===== src/rtl/rattlesnake_mem_responder_if.sv =====
// Fetch, data-port and SRAM macro signals of the Rattlesnake memory responder.
// The slave modport is the responder's view; master is the core/SRAM side.
// Widths follow the responder's MEM_ADDR_BITS/XLEN parameters.
interface rattlesnake_mem_responder_if #(
    parameter int MEM_ADDR_BITS = 14,
    parameter int XLEN          = 32
);
    // instruction-fetch read port
    logic                     read_mem_enable;
    logic [31:0]              read_mem_addr;
    logic                     mem_read_done;
    logic [XLEN-1:0]          mem_data;
    logic [MEM_ADDR_BITS-1:0] mem_addr_ack;

    // data load/store port
    logic                     dm_rd;
    logic                     dm_we;
    logic [31:0]              dm_addr;
    logic [XLEN-1:0]          dm_wdata;
    logic [3:0]               dm_byte_en;
    logic                     dm_done;
    logic [XLEN-1:0]          dm_rdata;

    // single-port synchronous SRAM
    logic                     sram_ce;
    logic                     sram_we;
    logic [MEM_ADDR_BITS-1:0] sram_addr;
    logic [XLEN-1:0]          sram_din;
    logic [3:0]               sram_be;
    logic [XLEN-1:0]          sram_dout;

    modport slave (
        input  read_mem_enable, read_mem_addr,
        output mem_read_done, mem_data, mem_addr_ack,
        input  dm_rd, dm_we, dm_addr, dm_wdata, dm_byte_en,
        output dm_done, dm_rdata,
        output sram_ce, sram_we, sram_addr, sram_din, sram_be,
        input  sram_dout
    );

    modport master (
        output read_mem_enable, read_mem_addr,
        input  mem_read_done, mem_data, mem_addr_ack,
        output dm_rd, dm_we, dm_addr, dm_wdata, dm_byte_en,
        input  dm_done, dm_rdata,
        input  sram_ce, sram_we, sram_addr, sram_din, sram_be,
        output sram_dout
    );
endinterface


===== src/rtl/rattlesnake_mem_responder.sv =====
// Arbitrates Rattlesnake fetch reads and data loads/stores onto one synchronous SRAM.
// Latency: read done 3+WAIT_STATES cycles after request, write done 2 cycles after request.
// No backpressure: one pending slot per port, a newer fetch overwrites an unserved one.
// Macro RATTLESNAKE_FETCH_PRIORITY_EN: when defined the fetch slot wins ties, else data wins.
module rattlesnake_mem_responder #(
    parameter int MEM_ADDR_BITS = 14,
    parameter int XLEN          = 32,
    parameter int WAIT_STATES   = 0
) (
    input  logic                          clk,
    input  logic                          reset,
    input  logic                          sync_reset,
    rattlesnake_mem_responder_if.slave    bus
);
    typedef enum logic [1:0] {
        S_IDLE  = 2'd0,
        S_ISSUE = 2'd1,
        S_WAIT  = 2'd2
    } state_t;

    localparam logic [1:0] WAIT_INIT = 2'(WAIT_STATES);

    state_t                   state_q, state_d;
    logic [1:0]               cnt_q, cnt_d;

    // pending request slots
    logic                     f_pend_q, f_pend_d;
    logic [MEM_ADDR_BITS-1:0] f_addr_q, f_addr_d;
    logic                     d_pend_q, d_pend_d;
    logic                     d_we_q, d_we_d;
    logic [MEM_ADDR_BITS-1:0] d_addr_q, d_addr_d;
    logic [XLEN-1:0]          d_wdata_q, d_wdata_d;
    logic [3:0]               d_be_q, d_be_d;

    // in-flight access kind: 1 = data port, 0 = fetch
    logic                     op_data_q, op_data_d;

    // registered SRAM command
    logic                     sram_ce_q, sram_ce_d;
    logic                     sram_we_q, sram_we_d;
    logic [MEM_ADDR_BITS-1:0] sram_addr_q, sram_addr_d;
    logic [XLEN-1:0]          sram_din_q, sram_din_d;
    logic [3:0]               sram_be_q, sram_be_d;

    // registered responses
    logic                     rd_done_q, rd_done_d;
    logic [XLEN-1:0]          mem_data_q, mem_data_d;
    logic [MEM_ADDR_BITS-1:0] ack_q, ack_d;
    logic                     dm_done_q, dm_done_d;
    logic [XLEN-1:0]          dm_rdata_q, dm_rdata_d;

    // arbitration candidates: an incoming pulse supersedes the slot contents
    logic                     in_dm;
    logic                     f_avail, d_avail;
    logic [MEM_ADDR_BITS-1:0] in_f_idx, in_d_idx;
    logic [MEM_ADDR_BITS-1:0] eff_f_addr, eff_d_addr;
    logic                     eff_d_we;
    logic [XLEN-1:0]          eff_d_wdata;
    logic [3:0]               eff_d_be;
    logic                     pick_d, pick_f;

    assign in_dm       = bus.dm_rd | bus.dm_we;
    assign in_f_idx    = bus.read_mem_addr[MEM_ADDR_BITS+1:2];
    assign in_d_idx    = bus.dm_addr[MEM_ADDR_BITS+1:2];
    assign f_avail     = f_pend_q | bus.read_mem_enable;
    assign d_avail     = d_pend_q | in_dm;
    assign eff_f_addr  = bus.read_mem_enable ? in_f_idx : f_addr_q;
    assign eff_d_addr  = in_dm ? in_d_idx : d_addr_q;
    assign eff_d_we    = in_dm ? bus.dm_we : d_we_q;
    assign eff_d_wdata = in_dm ? bus.dm_wdata : d_wdata_q;
    assign eff_d_be    = in_dm ? bus.dm_byte_en : d_be_q;

    // byte-offset and high address bits are not decoded by this SRAM
    logic unused_addr_bits;
    assign unused_addr_bits = ^{bus.read_mem_addr[31:MEM_ADDR_BITS+2], bus.read_mem_addr[1:0],
                                bus.dm_addr[31:MEM_ADDR_BITS+2], bus.dm_addr[1:0]};

    // next-state: slot capture, arbitration, SRAM sequencing and response generation
    always_comb begin
        state_d     = state_q;
        cnt_d       = cnt_q;
        f_pend_d    = f_pend_q;
        f_addr_d    = f_addr_q;
        d_pend_d    = d_pend_q;
        d_we_d      = d_we_q;
        d_addr_d    = d_addr_q;
        d_wdata_d   = d_wdata_q;
        d_be_d      = d_be_q;
        op_data_d   = op_data_q;
        sram_ce_d   = 1'b0;
        sram_we_d   = 1'b0;
        sram_addr_d = sram_addr_q;
        sram_din_d  = sram_din_q;
        sram_be_d   = sram_be_q;
        rd_done_d   = 1'b0;
        mem_data_d  = mem_data_q;
        ack_d       = ack_q;
        dm_done_d   = 1'b0;
        dm_rdata_d  = dm_rdata_q;
        pick_d      = 1'b0;
        pick_f      = 1'b0;

        // latest request always lands in its slot; issuing clears it below
        if (bus.read_mem_enable) begin
            f_pend_d = 1'b1;
            f_addr_d = in_f_idx;
        end
        if (in_dm) begin
            d_pend_d  = 1'b1;
            d_we_d    = bus.dm_we;
            d_addr_d  = in_d_idx;
            d_wdata_d = bus.dm_wdata;
            d_be_d    = bus.dm_byte_en;
        end

`ifdef RATTLESNAKE_FETCH_PRIORITY_EN
        pick_f = f_avail;
        pick_d = d_avail & ~f_avail;
`else
        pick_d = d_avail;
        pick_f = f_avail & ~d_avail;
`endif

        case (state_q)
            S_IDLE: begin
                if (pick_d) begin
                    d_pend_d    = 1'b0;
                    op_data_d   = 1'b1;
                    sram_ce_d   = 1'b1;
                    sram_we_d   = eff_d_we;
                    sram_addr_d = eff_d_addr;
                    sram_din_d  = eff_d_we ? eff_d_wdata : sram_din_q;
                    sram_be_d   = eff_d_we ? eff_d_be : 4'hF;
                    state_d     = S_ISSUE;
                end else if (pick_f) begin
                    f_pend_d    = 1'b0;
                    op_data_d   = 1'b0;
                    sram_ce_d   = 1'b1;
                    sram_we_d   = 1'b0;
                    sram_addr_d = eff_f_addr;
                    sram_be_d   = 4'hF;
                    state_d     = S_ISSUE;
                end
            end
            S_ISSUE: begin
                if (sram_we_q) begin
                    dm_done_d = 1'b1;
                    state_d   = S_IDLE;
                end else begin
                    cnt_d   = WAIT_INIT;
                    state_d = S_WAIT;
                end
            end
            S_WAIT: begin
                if (cnt_q == 2'd0) begin
                    state_d = S_IDLE;
                    if (op_data_q) begin
                        dm_done_d  = 1'b1;
                        dm_rdata_d = bus.sram_dout;
                    end else begin
                        rd_done_d  = 1'b1;
                        mem_data_d = bus.sram_dout;
                        // in-flight address, not the slot, so a queued fetch cannot alias it
                        ack_d      = sram_addr_q;
                    end
                end else begin
                    cnt_d = cnt_q - 2'd1;
                end
            end
            default: state_d = S_IDLE;
        endcase

        // abort: drop the in-flight access and both slots, no done pulse follows
        if (sync_reset) begin
            state_d   = S_IDLE;
            cnt_d     = 2'd0;
            f_pend_d  = 1'b0;
            d_pend_d  = 1'b0;
            sram_ce_d = 1'b0;
            sram_we_d = 1'b0;
            rd_done_d = 1'b0;
            dm_done_d = 1'b0;
        end
    end

    // state, slots, SRAM command and responses
    always_ff @(posedge clk or posedge reset) begin
        if (reset) begin
            state_q     <= S_IDLE;
            cnt_q       <= 2'd0;
            f_pend_q    <= 1'b0;
            f_addr_q    <= '0;
            d_pend_q    <= 1'b0;
            d_we_q      <= 1'b0;
            d_addr_q    <= '0;
            d_wdata_q   <= '0;
            d_be_q      <= 4'h0;
            op_data_q   <= 1'b0;
            sram_ce_q   <= 1'b0;
            sram_we_q   <= 1'b0;
            sram_addr_q <= '0;
            sram_din_q  <= '0;
            sram_be_q   <= 4'h0;
            rd_done_q   <= 1'b0;
            mem_data_q  <= '0;
            ack_q       <= '0;
            dm_done_q   <= 1'b0;
            dm_rdata_q  <= '0;
        end else begin
            state_q     <= state_d;
            cnt_q       <= cnt_d;
            f_pend_q    <= f_pend_d;
            f_addr_q    <= f_addr_d;
            d_pend_q    <= d_pend_d;
            d_we_q      <= d_we_d;
            d_addr_q    <= d_addr_d;
            d_wdata_q   <= d_wdata_d;
            d_be_q      <= d_be_d;
            op_data_q   <= op_data_d;
            sram_ce_q   <= sram_ce_d;
            sram_we_q   <= sram_we_d;
            sram_addr_q <= sram_addr_d;
            sram_din_q  <= sram_din_d;
            sram_be_q   <= sram_be_d;
            rd_done_q   <= rd_done_d;
            mem_data_q  <= mem_data_d;
            ack_q       <= ack_d;
            dm_done_q   <= dm_done_d;
            dm_rdata_q  <= dm_rdata_d;
        end
    end

    assign bus.mem_read_done = rd_done_q;
    assign bus.mem_data      = mem_data_q;
    assign bus.mem_addr_ack  = ack_q;
    assign bus.dm_done       = dm_done_q;
    assign bus.dm_rdata      = dm_rdata_q;
    assign bus.sram_ce       = sram_ce_q;
    assign bus.sram_we       = sram_we_q;
    assign bus.sram_addr     = sram_addr_q;
    assign bus.sram_din      = sram_din_q;
    assign bus.sram_be       = sram_be_q;

endmodule


===== src/flat_wrapper.sv =====
// flat-port wrapper written by rule: the top's interface ports become plain ports
module rattlesnake_mem_responder_flat 
#(
    parameter int MEM_ADDR_BITS = 14,
    parameter int XLEN          = 32,
    parameter int WAIT_STATES   = 0
)
  (clk, reset, sync_reset, bus_read_mem_enable, bus_read_mem_addr, bus_mem_read_done, bus_mem_data, bus_mem_addr_ack, bus_dm_rd, bus_dm_we, bus_dm_addr, bus_dm_wdata, bus_dm_byte_en, bus_dm_done, bus_dm_rdata, bus_sram_ce, bus_sram_we, bus_sram_addr, bus_sram_din, bus_sram_be, bus_sram_dout);
  rattlesnake_mem_responder_if #(.MEM_ADDR_BITS(MEM_ADDR_BITS), .XLEN(XLEN)) bus_i ();
  input  logic clk;
  input  logic reset;
  input  logic sync_reset;
  input wire logic [$bits(bus_i.read_mem_enable)-1:0] bus_read_mem_enable;
  input wire logic [$bits(bus_i.read_mem_addr)-1:0] bus_read_mem_addr;
  output wire logic [$bits(bus_i.mem_read_done)-1:0] bus_mem_read_done;
  output wire logic [$bits(bus_i.mem_data)-1:0] bus_mem_data;
  output wire logic [$bits(bus_i.mem_addr_ack)-1:0] bus_mem_addr_ack;
  input wire logic [$bits(bus_i.dm_rd)-1:0] bus_dm_rd;
  input wire logic [$bits(bus_i.dm_we)-1:0] bus_dm_we;
  input wire logic [$bits(bus_i.dm_addr)-1:0] bus_dm_addr;
  input wire logic [$bits(bus_i.dm_wdata)-1:0] bus_dm_wdata;
  input wire logic [$bits(bus_i.dm_byte_en)-1:0] bus_dm_byte_en;
  output wire logic [$bits(bus_i.dm_done)-1:0] bus_dm_done;
  output wire logic [$bits(bus_i.dm_rdata)-1:0] bus_dm_rdata;
  output wire logic [$bits(bus_i.sram_ce)-1:0] bus_sram_ce;
  output wire logic [$bits(bus_i.sram_we)-1:0] bus_sram_we;
  output wire logic [$bits(bus_i.sram_addr)-1:0] bus_sram_addr;
  output wire logic [$bits(bus_i.sram_din)-1:0] bus_sram_din;
  output wire logic [$bits(bus_i.sram_be)-1:0] bus_sram_be;
  input wire logic [$bits(bus_i.sram_dout)-1:0] bus_sram_dout;
  assign bus_i.read_mem_enable = bus_read_mem_enable;
  assign bus_i.read_mem_addr = bus_read_mem_addr;
  assign bus_mem_read_done = bus_i.mem_read_done;
  assign bus_mem_data = bus_i.mem_data;
  assign bus_mem_addr_ack = bus_i.mem_addr_ack;
  assign bus_i.dm_rd = bus_dm_rd;
  assign bus_i.dm_we = bus_dm_we;
  assign bus_i.dm_addr = bus_dm_addr;
  assign bus_i.dm_wdata = bus_dm_wdata;
  assign bus_i.dm_byte_en = bus_dm_byte_en;
  assign bus_dm_done = bus_i.dm_done;
  assign bus_dm_rdata = bus_i.dm_rdata;
  assign bus_sram_ce = bus_i.sram_ce;
  assign bus_sram_we = bus_i.sram_we;
  assign bus_sram_addr = bus_i.sram_addr;
  assign bus_sram_din = bus_i.sram_din;
  assign bus_sram_be = bus_i.sram_be;
  assign bus_i.sram_dout = bus_sram_dout;
  rattlesnake_mem_responder #(.MEM_ADDR_BITS(MEM_ADDR_BITS), .XLEN(XLEN), .WAIT_STATES(WAIT_STATES)) u_core (.clk(clk), .reset(reset), .sync_reset(sync_reset), .bus(bus_i));
endmodule

===== config.mk =====
export PLATFORM = sky130hd
export DESIGN_NAME = rattlesnake_mem_responder_flat
export DESIGN_NICKNAME = d
export VERILOG_FILES = /design/src/rtl/rattlesnake_mem_responder_if.sv /design/src/rtl/rattlesnake_mem_responder.sv /design/src/flat_wrapper.sv
export SDC_FILE = /design/constraint.sdc
export NUM_CORES = 1
export LEC_CHECK = 0
export CORE_MARGIN = 2
export CORE_UTILIZATION = 46
export DETAILED_ROUTE_END_ITERATION = 10
export PLACE_DENSITY = 0.8
export SYNTH_ARGS = -nofsm -noshare
export SYNTH_HDL_FRONTEND = slang
export SYNTH_SLANG_ARGS = --single-unit

===== constraint.sdc =====
create_clock -name clk -period 8.9 [get_ports clk]
set_clock_uncertainty 0.1 [all_clocks]
set_input_delay 2.225 -clock clk [delete_from_list [all_inputs] [get_ports clk]]
set_output_delay 2.225 -clock clk [all_outputs]
set_load 0.01 [all_outputs]

Word level (Yosys, flattened, before mapping):

Cells that the tools add are included.

* flip-flop bits (word level): 204
* bits of input ports: 138
* output and inout bits: 132
* word-level logic and storage cells: 90

* add/sub/neg operators: 1
* equal/unequal tests: 6
* mux-type cells: 47
* bitwise logic cells: 6
* reduce and logical (&&, ||, !) cells: 10

Operators by type and width (count)
* $mux W14: 4
* $mux W32: 1
* $mux W1: 27
* $mux W2: 8
* $mux W4: 4
* $reduce_and A3 Y1: 4
* $ne A3 B3 Y1 const B: 2
* $pmux W2 S3: 1
* $logic_not A2 Y1: 2
* $ne A4 B2 Y1 const B: 1
* $pmux W2 S2: 1
* $reduce_and A2 Y1: 2
* $ne A3 B2 Y1 const B: 1
* $or A1 B1 Y1: 3
* $reduce_bool A3 Y1: 1
* $eq A2 B1 Y1 const B: 1
* $eq A2 B2 Y1 const B: 1
* $not A1 Y1: 2
* $pmux W1 S2: 1
* $reduce_bool A2 Y1: 1
* $sub A2 B1 Y2 const B: 1
* $and A1 B1 Y1: 1

Longest topological paths before layout:

* depth after elaboration: 8
* mapped depth: 7
* gate-level depth less buffers: 5

Worst setup path before layout:

OpenSTA, ideal clock, no wires.

* path type: input-to-reg
* from: input bus_dm_rd
* to: register u_core.sram_din_q[10] (netlist: u_core.bus.sram_din[10])
* library setup time: 125 ps
* arrival: 3358 ps
* setup slack: 5317 ps
* stages on the path: 5
* buffers on the path: 2
* path through: buf_4 nor2_4 buf_4 mux2_2 mux2_4

* cells in the longest elaborated chain, start to end: 3
* elaborated cells on any way between the ends: 5
* classes of those cells: 2 x mux; 2 x bitwise; 1 x reduce/logical

RTL lines
* start, declared: RTL line flat_wrapper.sv:18 `input wire logic [$bits(bus_i.dm_rd)-1:0] bus_dm_rd;`
* $or A1 B1 Y1 *: RTL line rattlesnake_mem_responder.sv:62 `assign in_dm = bus.dm_rd | bus.dm_we;`
* $or A1 B1 Y1 or $mux W1 (tied branches): RTL line rattlesnake_mem_responder.sv:66, rattlesnake_mem_responder.sv:69
* $reduce_and A3 Y1 (no source line)
* end signal, assigned: RTL line rattlesnake_mem_responder.sv:223 `sram_din_q <= sram_din_d;`
* end, declared: RTL line rattlesnake_mem_responder.sv:42 `logic [XLEN-1:0] sram_din_q, sram_din_d;`

Mark *: on every way between the ends. The rest lies on a longest branch, timed or not.
A chain may end at the register's enable or synchronous reset.

Worst setup path in the final report:

* from: input bus_dm_rd
* to: register u_core.sram_din_q[29] (netlist: u_core.bus.sram_din[29])

Same word-level chain as after synthesis.

==> flow_summary.toml <==
[status]
outcome = "finished, final reports clean"

[cells_and_area]
fillCellCount = 1292
area_growth_syn_to_layout_pct = 38.4
antennaDiodeCount = 0
seqCellArea_um2 = 5100
multi_input_area_um2 = 2860
final_net_count = 908
drive_gt1_share_pct = 27.6

[global_route]
grt_pass1_vias = 5554
grt-ovfl-total = 0
grt_max_degree = 117
gr-usage-all-layers_pct = 19.9
grt_pass1_wl_um = 31000
antenna_found_initial = 0

[sta]
slew_headroom_pct = 25.2
hold_viol = 0
tns_ns = 0
fin_crit_sh_pct = 54.3
finalSetupViolCount = 0
fin_crit_ns = 4.84
fmax_ghz = 0.207
rsz0062_at_grt = "false"
tightest_slew_ns = 1.12
maxSlewViolCount = 0

[worst_setup_path]
r2r-end = "u_core.bus.sram_din[19]"
reg2reg_slack_ns = 6.43
cp-startpoint = "bus_dm_rd"
endpoint = "u_core.bus.sram_din[29]"
worstPathArrival_ns = 5.11
start_kind = "primary input"
cp_max_fo = 40
reg2reg_from = "u_core.d_pend_q"
path_class = "primary input to register"
rr_worst_depth = 3
critical_path.endpoint_type = "register"
worstPathRequired_ns = 9.18

[synth]
synth_compound_area_share_pct = 5.03
synthXorXnorAreaFrac_pct = 0
synth_area_um2 = 8260
yosys_warnings = 0
synthCells = 536
synth_edf_count = 0
synth-adder-area-share_pct = 0.606
yosys-top-cells-area = "dfrtp_1 62%, mux2_2 18%, mux2_4 5.5%"
syn_area_per_cell_um2 = 15.4
syn_nets = 678
synth_top_family_by_area = "multiplexers"
synth.most_common_cell = "dfrtp_1"
ys_ff_latch = 204
synthSimpleGateAreaFrac_pct = 3.92
seq_area_frac_synth_pct = 61.8
synthArstFlopShare_pct = 100
yosysTopAreaCell = "dfrtp_1"
yosysUniqueCellTypes = 40
synth_top_area_share_pct = 61.8
synthFlopType = "dfrtp_1"
synthTopCellsByCount = "204 x dfrtp_1, 130 x mux2_2, 30 x mux2_4"
synth_mux_area_share_pct = 25.0

[floorplanning]
initial_core_util_pct = 46.5
die_height_um = 138
io_pins = 270
dieArea_um2 = 19100
die_x_um = 138
placementRows = 49
core_area_um2 = 17800

[clocking]
cts_made_buffers = 22
h-tree-depth = 1
insertion_delay_ns = 0.50
clockBufferDepth = 3
post_cts_buffers = 0
cts_sinks = 204
cts_tree = "built"
clkTransAtPathRegs_ns = 0.06
ctsResizeCount = 0
root_buffer = "clkbuf_16"
hold_buffers = 0

[min_path]
min-delay-start = "u_core.bus.mem_addr_ack[8]"
hp-class = "register to register"

[route]
drt_pass1_iterations = 4
first_iter_violations = 169
drcViolationCount = 0
post_drt_wl_per_cell_um = 18.7
routed_wl_um = 18900
vias = 5188
drtAntennaViolNets = 0
avgViaCountPerCell = 5.14

[place]
port_buffers = 233
gp_congestion = 0.803
hpwl_um = 13200

[power]
switching_share_pct = 26.9
p_leak_nw = 4.88
powerDensity_nw_per_um2 = 288
power_frac_seq_pct = 40.6
combPwrFrac_pct = 31.9
totalPowerFinal_mw = 3.29
ir_worst_vdd_mv = 0.195
p_int_mw = 2.40
power.switching_uw = 886
power.clock.fraction_pct = 27.5

[run]
maxCapViolCount = 0
==> power by group through the flow <==
stage / registers, mW / logic [mW] / clock network, mW
CTS: 1.34 / 1.06 / 0.927
finish: 1.34 / 1.05 / 0.907
detailed placement: 1.35 / 1.06 / 0
global route: 1.37 / 1.12 / 0.970
global placement: 1.33 / 1.03 / 0
floorplan: 1.44 / 0.338 / 0
==> worst min-delay path by stage <==
| stage | cells past startpoint | end | slack (ns) |
|---|---|---|---|
| after floorplan | 1 | u_core.d_we_q | 0.34 |
| after global placement | 1 | u_core.d_we_q | 0.36 |
| after detailed placement | 1 | u_core.d_we_q | 0.37 |
| after CTS | 1 | u_core.d_we_q | 0.38 |
| after global routing | 1 | u_core.d_we_q | 0.40 |
| final | 2 | u_core.bus.mem_addr_ack[8] | 0.38 |
==> cells in the final DEF (no fill, tap or decap), types with 2 or more instances in the layout <==
master           netlist  routed
clkdlybuf4s50_1        0     233
dfrtp_1              204     204
mux2_2               130     130
mux2_4                30      30
clkbuf_16              0      22
inv_1                 22      21
o21ai_0               17      17
nand2_1               17      17
mux2i_1               15      15
or4b_1                14      14
o221ai_2               9       9
o221ai_1               5       5
clkbuf_8               0       5
clkbuf_1               8       5
buf_4                  8       5
o22a_1                 4       4
a21oi_1                4       4
ha_1                   4       4
nor2_1                 3       3
clkinv_2               0       3
nand3_1                2       2
a21o_1                 2       2
a211oi_1               2       2
a22o_1                 2       2
nor2b_1                2       2
bufinv_16              0       2
==> metrics by stage <==
stage	hold slack [ns]	util, %	setup slack, ns	cells	cell area, um^2
after detailed placement	0.368	60.2	3.50	971	10700
after global placement	0.355	60.2	3.57	971	10700
final	0.378	64.3	4.06	1009	11400
after CTS	0.382	64.3	4.02	1009	11400
after global routing	0.402	64.3	3.85	1009	11400
after floorplan	0.343	-	1.01	536	8260
==> worst max-delay path, cell delays in order <==
cell             delay [ns]
clkdlybuf4s50_1        0.82
nor2_4                 0.78
buf_4                  0.59
mux2_2                 0.41
mux2_4                 0.26
==> final cells by class <==
class	count	share of cell area, %
Multi-Input combinational cell	278	25.0
Clock inverter	6	0.799
Sequential cell	204	44.6
Tap cell	229	2.50
Timing Repair Buffer	238	20.7
Inverter	22	0.788
Clock buffer	32	5.58
==> registers in the layout, indices dropped and copies added, names as in the netlist, 2 cells and up <==
name,cells
u_core.bus.mem_data,32
u_core.cnt_q,2
u_core.bus.mem_addr_ack,14
u_core.f_addr_q,14
u_core.d_addr_q,14
u_core.bus.sram_addr,14
u_core.bus.sram_be,4
u_core.bus.dm_rdata,32
u_core.bus.sram_din,32
u_core.d_wdata_q,32
u_core.state_q,2
u_core.d_be_q,4
==> layer usage <==
layer | part of all wire (%) | routed length [um] | vias to the layer above | global-route usage [%]
li1 | - | - | 2358 | -
met1 | 42 | 7980 | 2604 | 26.4
met2 | 48 | 9100 | 201 | 32.8
met3 | 8.2 | 1550 | 25 | 6.13
met4 | 1.5 | 282 | 0 | 3.71
met5 | 0 | 0 | - | 0
==> logic make-up after synthesis <==
logic type | count (synthesis)
mux | 175
simple gates | 48
compound gates | 51
buf+inv | 54
fa+ha+maj | 4
flops | 204
Power figures use the tool's default switching activity.
